File: src/rtl/mult_cmd_pkg.sv
// Shared command encodings for mult_unit / table_control initiators, plus the
// sequencer state type.
package mult_cmd_pkg;

    typedef enum logic [2:0] {
        MC_NOP    = 3'b000,
        MC_INIT   = 3'b100,
        MC_START  = 3'b010,
        MC_STEP   = 3'b011,
        MC_FINISH = 3'b101
    } mult_cmd_t;

    typedef enum logic [1:0] {
        TC_NOP  = 2'b00,
        TC_LOAD = 2'b01
    } table_cmd_t;

    typedef enum logic [2:0] {
        SEQ_IDLE      = 3'b000,
        SEQ_ISSUE     = 3'b001,
        SEQ_WAIT_BUSY = 3'b010,
        SEQ_WAIT_DONE = 3'b011,
        SEQ_DONE      = 3'b100
    } seq_state_t;

endpackage

File: src/rtl/mult_cmd_seq_idle_timeout.sv
// Loadable down-counter with expiry flag, used by idle-handshake initiators to
// bound how long they wait for a target to acknowledge a command.
module idle_timeout #(
    parameter int unsigned WIDTH = 5
) (
    input  logic             clk,
    input  logic             rst_n,
    input  logic             load_i,
    input  logic [WIDTH-1:0] load_val_i,
    input  logic             en_i,
    output logic             expired_o
);

    logic [WIDTH-1:0] cnt_q;
    logic [WIDTH-1:0] cnt_d;

    // Next count: load wins, otherwise count down and hold at zero.
    always_comb begin
        cnt_d = cnt_q;
        if (load_i) begin
            cnt_d = load_val_i;
        end else if (en_i && (cnt_q != {WIDTH{1'b0}})) begin
            cnt_d = cnt_q - WIDTH'(1);
        end else begin
            cnt_d = cnt_q;
        end
    end

    // Count register.
    always_ff @(posedge clk or negedge rst_n) begin
        if (!rst_n) begin
            cnt_q <= {WIDTH{1'b0}};
        end else begin
            cnt_q <= cnt_d;
        end
    end

    assign expired_o = (cnt_q == {WIDTH{1'b0}});

endmodule

File: src/rtl/mult_cmd_seq.sv
// Sequences INIT, START(+table LOAD), STEP x(e_words-1), FINISH into one
// mult_unit/table_control pair, waiting on both idle signals between commands.
module mult_cmd_seq
    import mult_cmd_pkg::*;
#(
    parameter int unsigned e_words      = 4,
    parameter int unsigned busy_timeout = 16
) (
    input  logic       clk,
    input  logic       ctrl_reset_n,
    input  logic       start,
    input  logic       abort,
    input  logic       mult_idle,
    input  logic       table_idle,
    output logic [2:0] mult_cmd,
    output logic [1:0] table_cmd,
    output logic       busy,
    output logic       done,
    output logic       error
);

    localparam int unsigned IDX_W = $clog2(e_words + 2);
    localparam int unsigned TO_W  = $clog2(busy_timeout + 1);
    localparam logic [IDX_W-1:0] START_IDX = IDX_W'(1);
    localparam logic [IDX_W-1:0] LAST_IDX  = IDX_W'(e_words + 1);
    // The counter also runs during ISSUE, so the window spans busy_timeout cycles from issue.
    localparam logic [TO_W-1:0]  TO_LOAD   = TO_W'(busy_timeout - 1);

    seq_state_t       state_q, state_d;
    logic [IDX_W-1:0] idx_q, idx_d;
    logic             abort_q, abort_d;
    mult_cmd_t        mult_cmd_q, mult_cmd_d;
    table_cmd_t       table_cmd_q, table_cmd_d;
    logic             busy_q, busy_d;
    logic             done_q, done_d;
    logic             error_q, error_d;
    logic             to_load_s;
    logic             to_en_s;
    logic             to_expired_s;

    function automatic mult_cmd_t cmd_at(input logic [IDX_W-1:0] idx);
        if (idx == {IDX_W{1'b0}}) begin
            return MC_INIT;
        end else if (idx == START_IDX) begin
            return MC_START;
        end else if (idx == LAST_IDX) begin
            return MC_FINISH;
        end else begin
            return MC_STEP;
        end
    endfunction

    assign to_en_s = (state_q == SEQ_ISSUE) || (state_q == SEQ_WAIT_BUSY);

    idle_timeout #(
        .WIDTH (TO_W)
    ) u_idle_timeout (
        .clk        (clk),
        .rst_n      (ctrl_reset_n),
        .load_i     (to_load_s),
        .load_val_i (TO_LOAD),
        .en_i       (to_en_s),
        .expired_o  (to_expired_s)
    );

    // Sequencer next-state, index and sticky flag logic.
    always_comb begin
        state_d   = state_q;
        idx_d     = idx_q;
        abort_d   = abort_q | (abort & busy_q);
        error_d   = error_q;
        to_load_s = 1'b0;
        case (state_q)
            SEQ_IDLE: begin
                if (start && mult_idle && table_idle) begin
                    state_d   = SEQ_ISSUE;
                    idx_d     = {IDX_W{1'b0}};
                    abort_d   = 1'b0;
                    error_d   = 1'b0;
                    to_load_s = 1'b1;
                end else begin
                    state_d = SEQ_IDLE;
                end
            end
            SEQ_ISSUE: begin
                state_d = SEQ_WAIT_BUSY;
            end
            SEQ_WAIT_BUSY: begin
                if (!mult_idle) begin
                    state_d = SEQ_WAIT_DONE;
                end else if (to_expired_s) begin
                    error_d = 1'b1;
                    state_d = SEQ_IDLE;
                end else begin
                    state_d = SEQ_WAIT_BUSY;
                end
            end
            SEQ_WAIT_DONE: begin
                if (mult_idle && table_idle) begin
                    if (idx_q == LAST_IDX) begin
                        state_d = SEQ_DONE;
                    end else if (abort_q || abort) begin
                        state_d = SEQ_IDLE;
                    end else begin
                        idx_d     = idx_q + IDX_W'(1);
                        state_d   = SEQ_ISSUE;
                        to_load_s = 1'b1;
                    end
                end else begin
                    state_d = SEQ_WAIT_DONE;
                end
            end
            SEQ_DONE: begin
                state_d = SEQ_IDLE;
            end
            default: begin
                state_d = SEQ_IDLE;
            end
        endcase
    end

    // Outputs are registered from the next state so commands last exactly the ISSUE cycle.
    always_comb begin
        mult_cmd_d  = (state_d == SEQ_ISSUE) ? cmd_at(idx_d) : MC_NOP;
        table_cmd_d = ((state_d == SEQ_ISSUE) && (idx_d == START_IDX)) ? TC_LOAD : TC_NOP;
        busy_d      = (state_d != SEQ_IDLE);
        done_d      = (state_d == SEQ_DONE);
    end

    // State and output registers.
    always_ff @(posedge clk or negedge ctrl_reset_n) begin
        if (!ctrl_reset_n) begin
            state_q     <= SEQ_IDLE;
            idx_q       <= {IDX_W{1'b0}};
            abort_q     <= 1'b0;
            mult_cmd_q  <= MC_NOP;
            table_cmd_q <= TC_NOP;
            busy_q      <= 1'b0;
            done_q      <= 1'b0;
            error_q     <= 1'b0;
        end else begin
            state_q     <= state_d;
            idx_q       <= idx_d;
            abort_q     <= abort_d;
            mult_cmd_q  <= mult_cmd_d;
            table_cmd_q <= table_cmd_d;
            busy_q      <= busy_d;
            done_q      <= done_d;
            error_q     <= error_d;
        end
    end

    assign mult_cmd  = mult_cmd_q;
    assign table_cmd = table_cmd_q;
    assign busy      = busy_q;
    assign done      = done_q;
    assign error     = error_q;

endmodule

File: config.mk
export PLATFORM = sky130hd
export DESIGN_NAME = mult_cmd_seq
export DESIGN_NICKNAME = d
export VERILOG_FILES = /design/src/rtl/mult_cmd_pkg.sv /design/src/rtl/mult_cmd_seq_idle_timeout.sv /design/src/rtl/mult_cmd_seq.sv
export SDC_FILE = /design/constraint.sdc
export NUM_CORES = 1
export LEC_CHECK = 0
export ABC_AREA = 1
export CORE_MARGIN = 4
export CORE_UTILIZATION = 45
export DETAILED_ROUTE_END_ITERATION = 7
export HOLD_SLACK_MARGIN = 0.06
export PLACE_DENSITY = 0.7
export SLEW_MARGIN = 20
export SYNTH_ARGS = -nofsm -noshare
export SYNTH_HDL_FRONTEND = slang
export SYNTH_SLANG_ARGS = --single-unit
File: constraint.sdc
create_clock -name clk -period 3.8 [get_ports clk]
set_input_delay 0.95 -clock clk [delete_from_list [all_inputs] [get_ports clk]]
set_output_delay 0.95 -clock clk [all_outputs]
set_load 0.02 [all_outputs]
After elaboration in Yosys (flattened, before gate mapping)
Index checks and enable logic that the tools add are counted.
{"block": "op_classes", "bitwise": 2, "muxes": 30, "n_eq_ne": 11, "n_addsub": 2, "reduce_logical": 15}
{"operator": "two-way mux 3 bit", "n": 10}
{"operator": "two-way mux 1 bit", "n": 12}
{"operator": "one-hot mux 3 bit (4 select lines)", "n": 1}
{"operator": "two-way mux 5 bit", "n": 2}
{"operator": "== test 3 x 1 -> 1 bit (second input constant)", "n": 3}
{"operator": "== test 3 bit (second input constant)", "n": 3}
{"operator": "== test 3 x 2 -> 1 bit (second input constant)", "n": 2}
{"operator": "logical NOT 3 bit", "n": 2}
{"operator": "inequality test 2 bit (second input constant)", "n": 3}
{"operator": "one-hot mux 3 bit (2 select lines)", "n": 1}
{"operator": "logical AND 1 bit", "n": 5}
{"operator": "logical NOT 5 bit", "n": 1}
{"operator": "nonzero test 5 bit", "n": 1}
{"operator": "subtractor 5 x 1 -> 5 bit (second input constant)", "n": 1}
{"operator": "two-way mux 2 bit", "n": 2}
{"operator": "one-hot mux 1 bit (2 select lines)", "n": 2}
{"operator": "AND reduction 4 bit", "n": 1}
{"operator": "nonzero test 2 bit", "n": 2}
{"operator": "adder 3 x 1 -> 3 bit (second input constant)", "n": 1}
{"operator": "nonzero test 3 bit", "n": 1}
{"operator": "logical OR 1 bit", "n": 2}
{"operator": "AND 1 bit", "n": 1}
{"operator": "OR 1 bit", "n": 1}
{"block": "totals", "elab_cells": 69, "out_inout_bits": 8, "inputBits": 6, "ff_bits": 19}

Depth between registers and ports, before layout
Gate-level depths: netlist of the first run.
{"block": "logic_depth", "depth_word": 10, "mapped_depth": 11, "mapped_depth_nobuf": 11}

Hierarchy
A second synthesis of the first run with hierarchy kept.
{"block": "hier_totals", "hier_cells": 139, "area_unflattened_um2": 1127.3}
{"module": "mult_cmd_seq", "area_each_um2": 792.0, "seq_area_each_um2": 350.3, "instances": 1, "cells_per_inst": 93}
{"module": "idle_timeout", "area_each_um2": 335.3, "seq_area_each_um2": 125.1, "instances": 1, "cells_per_inst": 46}

Least setup slack after synthesis of the first run
No wires, ideal clock.
{"block": "synth_timing", "path_type": "input -> register", "from": "input port table_idle", "to": "register u_idle_timeout.cnt_q[2]", "path_slack_ps": 2004, "n_path_buf": 0, "stages": 7, "setup_time_ps": 124, "t_required_ps": 3676, "arrival_ps": 1673, "path_cell_list": "nand2_2 -> inv_4 -> nand3_2 -> inv_2 -> nor2_4 -> a21boi_1 -> o21ai_1"}
{"block": "synth_between", "elab_chain_len": 4, "elab_cells_between_ends": 7, "cone_classes": "mux: 4; reduce/logical: 3"}
{"item": "start: declaration", "line": "mult_cmd_seq.sv:14", "rtl": "input logic table_idle,"}
{"item": "logical AND 1 bit (on tied branches)", "line": "mult_cmd_seq.sv:99, mult_cmd_seq.sv:75"}
{"item": "two-way mux 1 bit (on tied branches)", "line": "mult_cmd_seq.sv:99, mult_cmd_seq.sv:75"}
{"item": "one-hot mux 1 bit (2 select lines) (*)", "line": "mult_cmd_seq.sv:73", "rtl": "case (state_q)"}
{"item": "two-way mux 5 bit or nonzero test 2 bit (tied branches)"}
{"item": "end signal: assignment", "line": "mult_cmd_seq_idle_timeout.sv:32", "rtl": "cnt_q <= {WIDTH{1'b0}};"}
{"item": "end signal: assignment", "line": "mult_cmd_seq_idle_timeout.sv:34", "rtl": "cnt_q <= cnt_d;"}
{"item": "end: declaration", "line": "mult_cmd_seq_idle_timeout.sv:14", "rtl": "logic [WIDTH-1:0] cnt_q;"}
Every way passes the cells marked *; elsewhere a longest branch is shown, timed or not.
A chain may end at the register's enable or synchronous reset.

Worst setup path in the final report of the first run
{"block": "layout_timing", "from": "register busy_q (netlist: busy)", "to": "output port busy"}
{"item": "start: declaration", "line": "mult_cmd_seq.sv:34", "rtl": "logic busy_q, busy_d;"}
{"item": "start signal: assignment", "line": "mult_cmd_seq.sv:147", "rtl": "busy_q <= busy_d;"}
{"item": "end: declaration", "line": "mult_cmd_seq.sv:17", "rtl": "output logic busy,"}
No word-level cell between the ends.

==> results of run 1 <==
how the worst min path moves through the flow:
stage | depth (start not counted) | to | from | slack (ns)
after global placement | 1 | u_idle_timeout.cnt_q[2]$_DFFE_PN0P_ | u_idle_timeout.cnt_q[2]$_DFFE_PN0P_ | 0.50
after floorplan | 1 | u_idle_timeout.cnt_q[2]$_DFFE_PN0P_ | u_idle_timeout.cnt_q[2]$_DFFE_PN0P_ | 0.47
after CTS | 1 | error$_DFFE_PN0P_ | error$_DFFE_PN0P_ | 0.51
after global routing | 1 | error$_DFFE_PN0P_ | error$_DFFE_PN0P_ | 0.56
final | 1 | error$_DFFE_PN0P_ | error$_DFFE_PN0P_ | 0.51
after detailed placement | 1 | error$_DFFE_PN0P_ | error$_DFFE_PN0P_ | 0.49
report_power, final:
group	leakage (nW)	switching [mW]	total [mW]	internal, mW
Clock	0.0177	0.0606	0.0998	0.0392
Combinational	0.373	0.227	0.364	0.137
Sequential	0.239	0.0503	0.311	0.261
state kept, by name, summed over array words and instances, names as in the netlist:
name / cells
abort_q: 1
busy: 1
done: 1
error: 1
idx_q: 3
mult_cmd: 3
state_q: 3
table_cmd: 1
u_idle_timeout.cnt_q: 5
kinds of logic after synthesis:
family          Yosys count  synth area share, %
simple gates             74                 37.2
buf+inv                  19                 7.05
flops                    19                 43.2
compound gates           12                 6.93
fa+ha+maj                 4                 4.55
xor+xnor                  1                0.796
other cells               1                0.341
cell usage in the layout, fill, tap and decap left out, drive strengths merged:
master         netlist  routed
or2                  1       1
nor3b                1       1
clkbuf               0       3
nor3                 3       3
clkdlybuf4s50        0      12
o2bb2ai              1       1
o21ai                3       3
nand2               32      32
xor2                 1       1
a21boi               1       1
ha                   4       4
nor2                16      16
inv                 18      18
nand3               18      18
clkinv               0       1
o211ai               1       1
a21oi                6       6
dfrtp               19      19
conb                 1       1
nand4                3       3
layer usage:
metal	global-route usage (%)	share of wire [%]	vias to the layer above	wire, µm
li1	-	-	454	-
met1	19.2	46	411	971
met2	25.2	50	10	1040
met3	2.26	2.6	4	54
met4	6.95	1.5	0	31
met5	0	0	-	0
cell type report:
cell class / instances / area [µm²] / share of cell area (%)
multi-input combinational: 92 / 548 / 42.9
sequential: 19 / 475 / 37.3
tap: 28 / 35.0 / 2.75
inverter: 18 / 70.1 / 5.49
clock inverter: 1 / 5.00 / 0.392
timing repair buffer: 12 / 120 / 9.41
clock buffer: 3 / 22.5 / 1.76
stage by stage:
stage | total power, mW | util [%] | hold WS (ns)
after detailed placement | 0.681 | 54.9 | 0.490
after global placement | 0.666 | 54.9 | 0.495
after floorplan | 0.583 | - | 0.467
after global routing | 0.854 | 56.1 | 0.556
after CTS | 0.786 | 56.1 | 0.515
final | 0.774 | 56.1 | 0.508
==> results.txt, run 1 <==
----------------------------------------------------
[Run status]
  Run status ... completed

[Pwr]
  Areal power density over the cells ... approximately 600 nW/µm²
  Maximum ir drop on the vdd rail ... roughly 0.44 mV
  Static leakage ... roughly 0.63 nW

[Routing]
  Wire length reported by the detailed router ... between 2 and 2.5 mm
  Antenna viol nets, final ... 0
  Final routed wire length divided by cell count ... between 10 and 15 µm
  Vias after detailed routing ... around 900
  Post-detailed-route DRC marker count ... 0
  Mean number of vias per cell ... roughly 5.1
  Violation count after the first detailed-routing iteration ... 27
  Detailed Routing Iterations Pass 1 ... 5

[Floorplanning]
  Vertical extent of the die ... between 50 and 60 µm
  Site Rows ... 17
  Die Footprint ... 3300 µm²
  Starting utilization of the core area ... 48.4%
  Floorplan Core Area ... approximately 2300 µm²
  Top-level port count ... 14
  Die boundary width ... ~57 µm

[Logic synthesis]
  Net count of the mapped netlist ... 140
  Area of the mapped netlist ... between 1000 and 1500 µm²
  Sequential area share after synthesis ... between 40% and 50%
  Share of flip-flops with an asynchronous set or reset ... 100%
  Number of instances in the synthesized netlist ... between 100 and 150
  Library cell with the largest summed area after synthesis ... dfrtp_1
  Average size of a mapped cell ... approximately 8.5 µm²
  Top cells by area in the synthesized netlist ... dfrtp_1 43%, nand2_1 9.5%, nand3_1 5.5%
  Total number of yosys warnings ... 0
  Leading register cell type out of synthesis ... dfrtp_1
  Most frequent cell after synthesis ... nand2_1
  Share of the synthesized area in the top cell type ... between 40% and 50%
  Number of distinct standard cells referenced by the synthesized netlist ... 28
  List of most frequent post-synthesis cells ... 28 x nand2_1, 19 x dfrtp_1, 14 x inv_1
  Register bit total from synthesis ... 19
  Number of enable flip-flop cells after synthesis ... 0

[Setup path]
  Worst Path Max Fanout ... 2
  Reg-to-reg slack, setup ... 2.21 ns
  Number of cells on the worst reg-to-reg path ... 10
  Critical path destination ... busy
  Number of cells on the critical path ... 1
  Ordered list of cells on the worst path ... clkdlybuf4s50_1
  Crit path arrival time ... around 1.3 ns
  R2r startpoint ... idx_q[1]$_DFF_PN0_
  Crit path launch ... busy$_DFF_PN0_
  Critical Path Max Stage Delay ... ~0.6 ns
  Startpoint type of the worst setup path ... flip-flop
  Largest delay contributor family on the critical path ... buffers and inverters
  Bufs and invs on worst path ... 1
  Kind of capture point of the worst setup path ... primary output
  Reg2Reg Capture Point ... u_idle_timeout.cnt_q[2]$_DFFE_PN0P_
  Slowest library cell on the worst path ... clkdlybuf4s50_1
  Kind of critical path ... flip-flop to primary output
  Required @ worst endpoint ... approximately 2.9 ns

[CTS]
  TritonCTS clock tree ... yes
  Post-CTS Repair Setup Buffers ... 0
  Number of clock buffers inserted by TritonCTS ... 3
  # H-tree levels ... 1
  Maximum buffer depth of the clock tree ... 2
  Quantity of gates resized following cts ... 0
  Buffer cell driving the clock tree root ... clkbuf_4
  Hold buffer count at cts ... 0
  Clock Pin Slew Worst Setup and Hold Paths ... roughly 0.10 ns
  Number of sinks driven by the clock tree ... 19
  Clk_lat worst skew ... ~0.30 ns

[Cells and area]
  Post-Layout Cell Count ... roughly 170
  Layout cells sized above 1 ... 19.3%
  Number of inserted filler cells in the final layout ... roughly 200
  Cell area after layout ... about 1300 µm²
  Ant diodes ... 0
  Post-synthesis to final-layout area growth ... 15.9%
  Final net count ... about 160

[Min path]
  Worst min path class ... flip-flop to flip-flop

[Global routing]
  Sum of overflow across all layers after global routing ... 0
  Global-route total usage across every layer ... between 15 and 20%
  Antenna violations before repair ... 0
  Pin count of the biggest net entering global routing ... 20
  Number of global-route vias before repair ... 874
  Global-route wire length before repair ... slightly below 4 mm

[Placement]
  Global placement routability congestion ... ~0.83
  Placed Area ... around 1200 µm²
  DP HPWL ... around 1.7 mm
  Pre-CTS worst setup slack ... 1.26 ns
  Input/output buffers ... 12
  Placed Cells ... 169

[STA]
  # setup viols final ... 0
  Least setup slack across all paths after layout ... between 1.5 and 2 ns
  Hold Fails Final Rpt ... 0
  Final cycle utilization of the critical path ... about three fifths
  Worst rel slew slack ... between 40 and 50%
  Actual slew at the worst max-slew pin ... 0.838 ns
  Final max-slew violation count ... 0
  Clock tree skew after final layout ... ~0.0067 ns
  Min Clock Period, post-route ... between 2 and 2.5 ns
  F_max ... 453 MHz
  Setup repair after global routing missed its margin ... no
  Summed negative setup slack over all endpoints ... 0 ns

[Flow run]
  Max-Cap Viols ... 0

----------------------------------------------------
(Power assumes the default switching activity.)
==> run 2: changes to the inputs <==
--- a/config.mk
+++ b/config.mk
@@ -10,7 +10,7 @@
 export CORE_UTILIZATION = 45
 export DETAILED_ROUTE_END_ITERATION = 7
 export HOLD_SLACK_MARGIN = 0.06
-export PLACE_DENSITY = 0.7
+export PLACE_DENSITY = 0.73
 export SLEW_MARGIN = 20
 export SYNTH_ARGS = -nofsm -noshare
 export SYNTH_HDL_FRONTEND = slang
==> constraint.sdc (replaced) <==
create_clock -name clk -period 2 [get_ports clk]
set_input_delay 0.5 -clock clk [delete_from_list [all_inputs] [get_ports clk]]
set_output_delay 0.5 -clock clk [all_outputs]
set_load 0.02 [all_outputs]
==> run 2 against run 1 <==
Clock-buffer cell count increased by 1. Via count increased by 2.6%. Largest cell class unchanged. Highest routed layer unchanged. Power increased by 91%.
==> results.txt, run 2 (same netlist as run 1, synthesis figures left out) <==
----------------------------------------------------
[Run status]
  Run status ... completed

[Floorplanning]
  Vertical extent of the die ... between 50 and 60 µm
  Starting utilization of the core area ... around 48%
  Floorplan Core Area ... roughly 2300 µm²
  Die boundary width ... 57.5 µm
  Top-level port count ... 14
  Site Rows ... 17
  Die Footprint ... between 3000 and 4000 µm²

[Min path]
  Worst min path class ... flip-flop to flip-flop

[Cells and area]
  Post-Layout Cell Count ... between 150 and 200
  FF+latch area ... around 480 µm²
  Final net count ... 159
  Most flop-heavy register ... u_idle_timeout.cnt_q
  Layout cells sized above 1 ... between 20% and 30%
  Most common cell after layout, fill and taps aside ... nand2_1
  Ant diodes ... 0
  Number of inserted filler cells in the final layout ... ~210
  Area of the multi-input gates ... ~550 µm²
  Highest-count cells in the layout ignoring fill and taps ... 28 x nand2_1, 19 x dfrtp_1, 14 x inv_1
  Post-synthesis to final-layout area growth ... 17.8%
  Number of flip-flops under the largest register name ... 5

[Global routing]
  Antenna violations before repair ... 0
  Number of global-route vias before repair ... slightly above 900
  Global-route total usage across every layer ... about 15%
  Global-route wire length before repair ... ~3.8 mm
  Pin count of the biggest net entering global routing ... 20
  Sum of overflow across all layers after global routing ... 0

[Setup path]
  Critical Path Max Stage Delay ... about 0.61 ns
  Crit path arrival time ... 1.26 ns
  Worst Path Max Fanout ... 2
  Slowest library cell on the worst path ... clkdlybuf4s50_1
  Largest delay contributor family on the critical path ... buffers and inverters
  Kind of critical path ... flip-flop to primary output
  Ordered list of cells on the worst path ... clkdlybuf4s50_1
  Bufs and invs on worst path ... 1
  Required @ worst endpoint ... about 1.5 ns
  Startpoint type of the worst setup path ... flip-flop
  Kind of capture point of the worst setup path ... primary output

[STA]
  Clock tree skew after final layout ... roughly 0.0027 ns
  F_max ... around 570 MHz
  Min Clock Period, post-route ... about 1.8 ns
  Hold Fails Final Rpt ... 0
  Final max-slew violation count ... 0
  Summed negative setup slack over all endpoints ... 0 ns
  Final cycle utilization of the critical path ... around 88%
  # setup viols final ... 0
  Setup repair after global routing missed its margin ... no

[Routing]
  Post-detailed-route DRC marker count ... 0
  Wire length reported by the detailed router ... approximately 2.1 mm
  Final routed wire length divided by cell count ... 12.2 µm
  Antenna viol nets, final ... 0
  Mean number of vias per cell ... about 5
  Detailed Routing Iterations Pass 1 ... 4
  Vias after detailed routing ... between 900 and 1,000
  Violation count after the first detailed-routing iteration ... 28

[CTS]
  Hold buffer count at cts ... 0
  Buffer cell driving the clock tree root ... clkbuf_4
  Clock Pin Slew Worst Setup and Hold Paths ... approximately 0.1 ns
  Quantity of gates resized following cts ... 0
  Number of sinks driven by the clock tree ... 19
  TritonCTS clock tree ... yes
  Number of clock buffers inserted by TritonCTS ... 3
  Clk_lat worst skew ... between 0.2 and 0.3 ns
  # H-tree levels ... 1
  Post-CTS Repair Setup Buffers ... 0
  Maximum buffer depth of the clock tree ... 2

[Pwr]
  Maximum ir drop on the vdd rail ... around 0.9 mV
  Static leakage ... around 0.64 nW
  Areal power density over the cells ... 1140 nW/µm²

[Placement]
  Input/output buffers ... 12
  Global placement routability congestion ... 0.809
  Placed Cells ... about 170
  DP HPWL ... 1.78 mm

[Flow run]
  Max-Cap Viols ... 0

----------------------------------------------------
[run 2: cell types whose count changed in the layout (fill, tap and decap cells not counted)]
cell | before | now
buf_4 | 0 | 3
clkbuf_1 | 0 | 1
clkinv_2 | 1 | 0
[run 2: routing by layer]
metal  wire length, µm  vias up  GRT usage [%]
met5                 0        -              0
met2              1080       11           24.7
met4                42        0           6.29
met3                57        5           2.04
met1               970      432           18.4
li1                  -      454              -
[run 2: final timing paths]
kind	from	endpoint	slack (ns)	cells after the start
setup / recovery	error$_DFFE_PN0P_	error	0.24	1
hold / removal	error$_DFFE_PN0P_	error$_DFFE_PN0P_	0.51	1
setup reg to reg	idx_q[0]$_DFF_PN0_	u_idle_timeout.cnt_q[2]$_DFFE_PN0P_	0.45	9
hold reg to reg	error$_DFFE_PN0P_	error$_DFFE_PN0P_	0.51	1
max in group asynchronous	ctrl_reset_n	state_q[0]$_DFF_PN0_	1.27	2
min in group asynchronous	ctrl_reset_n	table_cmd[0]$_DFF_PN0_	0.53	2
[run 2: per-stage QoR]
stage | instance area (µm²) | power, mW | util (%) | setup WS [ns] | hold slack (ns)
6_report | 1300 | 1.48 | 57.0 | 0.244 | 0.511
5_1_grt | 1300 | 1.63 | 57.0 | 0.192 | 0.553
4_1_cts | 1300 | 1.50 | 57.0 | 0.226 | 0.518
3_5_place_dp | 1270 | 1.31 | 55.9 | 0.0126 | 0.494
3_3_place_gp | 1270 | 1.28 | 55.9 | 0.0521 | 0.491
2_1_floorplan | 1100 | 1.11 | - | 0.597 | 0.204
[run 2: area by class of cell]
class	count	area share, %
Multi-Input combinational cell	92	42.2
Timing Repair Buffer	15	11.0
Clock buffer	4	2.03
Tap cell	28	2.70
Inverter	18	5.40
Sequential cell	19	36.6
[run 2: power breakdown]
part	switching, mW	internal [mW]	total [mW]
combinational	0.436	0.267	0.702
clock	0.109	0.0776	0.186
sequential	0.0975	0.495	0.593
total	0.642	0.840	1.48
==> edit: new RTL, settings of run 1 <==
The 5 states of `seq_state_t` get a one-hot encoding in 5 bits.
--- a/src/rtl/mult_cmd_pkg.sv
+++ b/src/rtl/mult_cmd_pkg.sv
@@ -16,10 +16,10 @@
     } table_cmd_t;
 
-    typedef enum logic [2:0] {
-        SEQ_IDLE      = 3'b000,
-        SEQ_ISSUE     = 3'b001,
-        SEQ_WAIT_BUSY = 3'b010,
-        SEQ_WAIT_DONE = 3'b011,
-        SEQ_DONE      = 3'b100
+    typedef enum logic [4:0] {
+        SEQ_IDLE      = 5'b00001,
+        SEQ_ISSUE     = 5'b00010,
+        SEQ_WAIT_BUSY = 5'b00100,
+        SEQ_WAIT_DONE = 5'b01000,
+        SEQ_DONE      = 5'b10000
     } seq_state_t;
 
Check against the original RTL: no difference found for any inputs over 10 cycles, from zero or initial values and one cycle with ctrl_reset_n low; not proved beyond that.
==> edit against run 1 <==
  * Sequential cell count increased by 2
  * Area after synthesis grew 9.3%
  * Critical path depth grew 8
  * Hold slack worse by 0.0075 ns
  * Synthesized cell count grew 8.5%
  * Setup slack worse by 0.048 ns
  * Clock skew is 0.0049 ns lower
  * Final area is 8.1% higher
  * Routed wire length is 6.4% higher
  * Largest cell class unchanged
Power is not compared: it rests on default switching activity, and its combinational part moved more than twofold at a synthesized area within 25%.
==> edit: results (changes against run 1) <==
metric,value,unit,change
status,"finished, final reports clean",,
vias in the first global route,889,,+1.7%
share of layout cells above drive strength 1,0.212,,+0.0184
Final nets,167,,+7.1%
gpl congestion,0.872,,+4.8%
critical path data arrival time,2.49,ns,+1.23 ns
CLK BUF,4,,+1
DRT Pass-1 Iters,4,,-1
first-pass GRT wire length,3730,um,-3.4%
max incr delay on CP,0.57,ns,-0.04 ns
#MultiIn Comb,94,,+2.2%
Cell variety after synth,29,,+3.6%
met1 wire length,1120,um,+15%
routing usage on met1,0.188,,-0.00354
Final HPWL DP,1730,um,+2.4%
pin count of the biggest net entering global routing,22,,+10%
via count,927,,+5.5%
initial DRC count,33,,+22%
Wirelength per Cell,12.0,um,-1.0%
fraction of area in registers,0.382,,+0.00914
"Seq/Total Area, Yosys",0.438,,+0.00581
Worst Skew,0.00182,ns,-0.00490 ns
met3 Usage GRT,0.0259,,+0.00329
clk tree area frac,0.0190,,-0.00253
"top cells by area, synth","dfrtp_1 (42%), inv_1 (6.9%), nand2_1 (5.9%), nand3_2 (5.0%), ha_1 (4.2%)",,
Slew @ Worst Pin,0.948,ns,+0.109 ns
==> edit: cell count changes after synthesis, moves of 3 or more <==
cell,change
inv_1,+8
nand2_1,-9
nand2_2,+3
nor2_1,+3
nor2_2,+3
o21ai_0,+7
==> edit: metrics by stage <==
stage | cells | util | hold WS (ns) | setup slack [ns] | area (um^2)
finish | 186 | 0.547 | 0.501 | 1.54 | 1380
global route | 186 | 0.547 | 0.526 | 1.43 | 1380
CTS | 186 | 0.547 | 0.508 | 1.56 | 1380
detailed placement | 182 | 0.537 | 0.477 | 1.23 | 1350
global placement | 182 | 0.537 | 0.471 | 1.28 | 1350
floorplan | 141 | - | 0.466 | 1.91 | 1200
==> edit: power by group through the flow <==
stage          Combinational, mW  Clock [mW]  Sequential, mW
2_1_floorplan              0.109           0           0.288
4_1_cts                    0.160       0.113           0.279
3_5_place_dp               0.160           0           0.284
6_report                   0.159       0.105           0.280
3_3_place_gp               0.155           0           0.282
5_1_grt                    0.176       0.122           0.283
==> edit: cell families after synthesis <==
logic type	after synthesis	synth area share
adders and majority gates	4	0.0416
other	1	0.00312
AOI/OAI and AO/OA	19	0.0977
buffers and inverters	26	0.0842
and+or+nand+nor	70	0.336
DFF	21	0.438
==> edit: tightest hold or removal path, stage by stage, from the launching register on <==
cell     delay (ns)
dfrtp_1        0.36
nand2_1        0.05
o21ai_0        0.06
==> edit: final timing paths <==
path                                            to  slack, ns  depth (start not counted)
max                                    mult_cmd[1]       1.54                          9
min                                          error       0.50                          2
max reg2reg                            mult_cmd[1]       2.09                         11
min reg2reg                                  error       0.50                          2
max in group asynchronous  u_idle_timeout.cnt_q[1]       2.06                          1
min in group asynchronous  u_idle_timeout.cnt_q[0]       1.17                          1
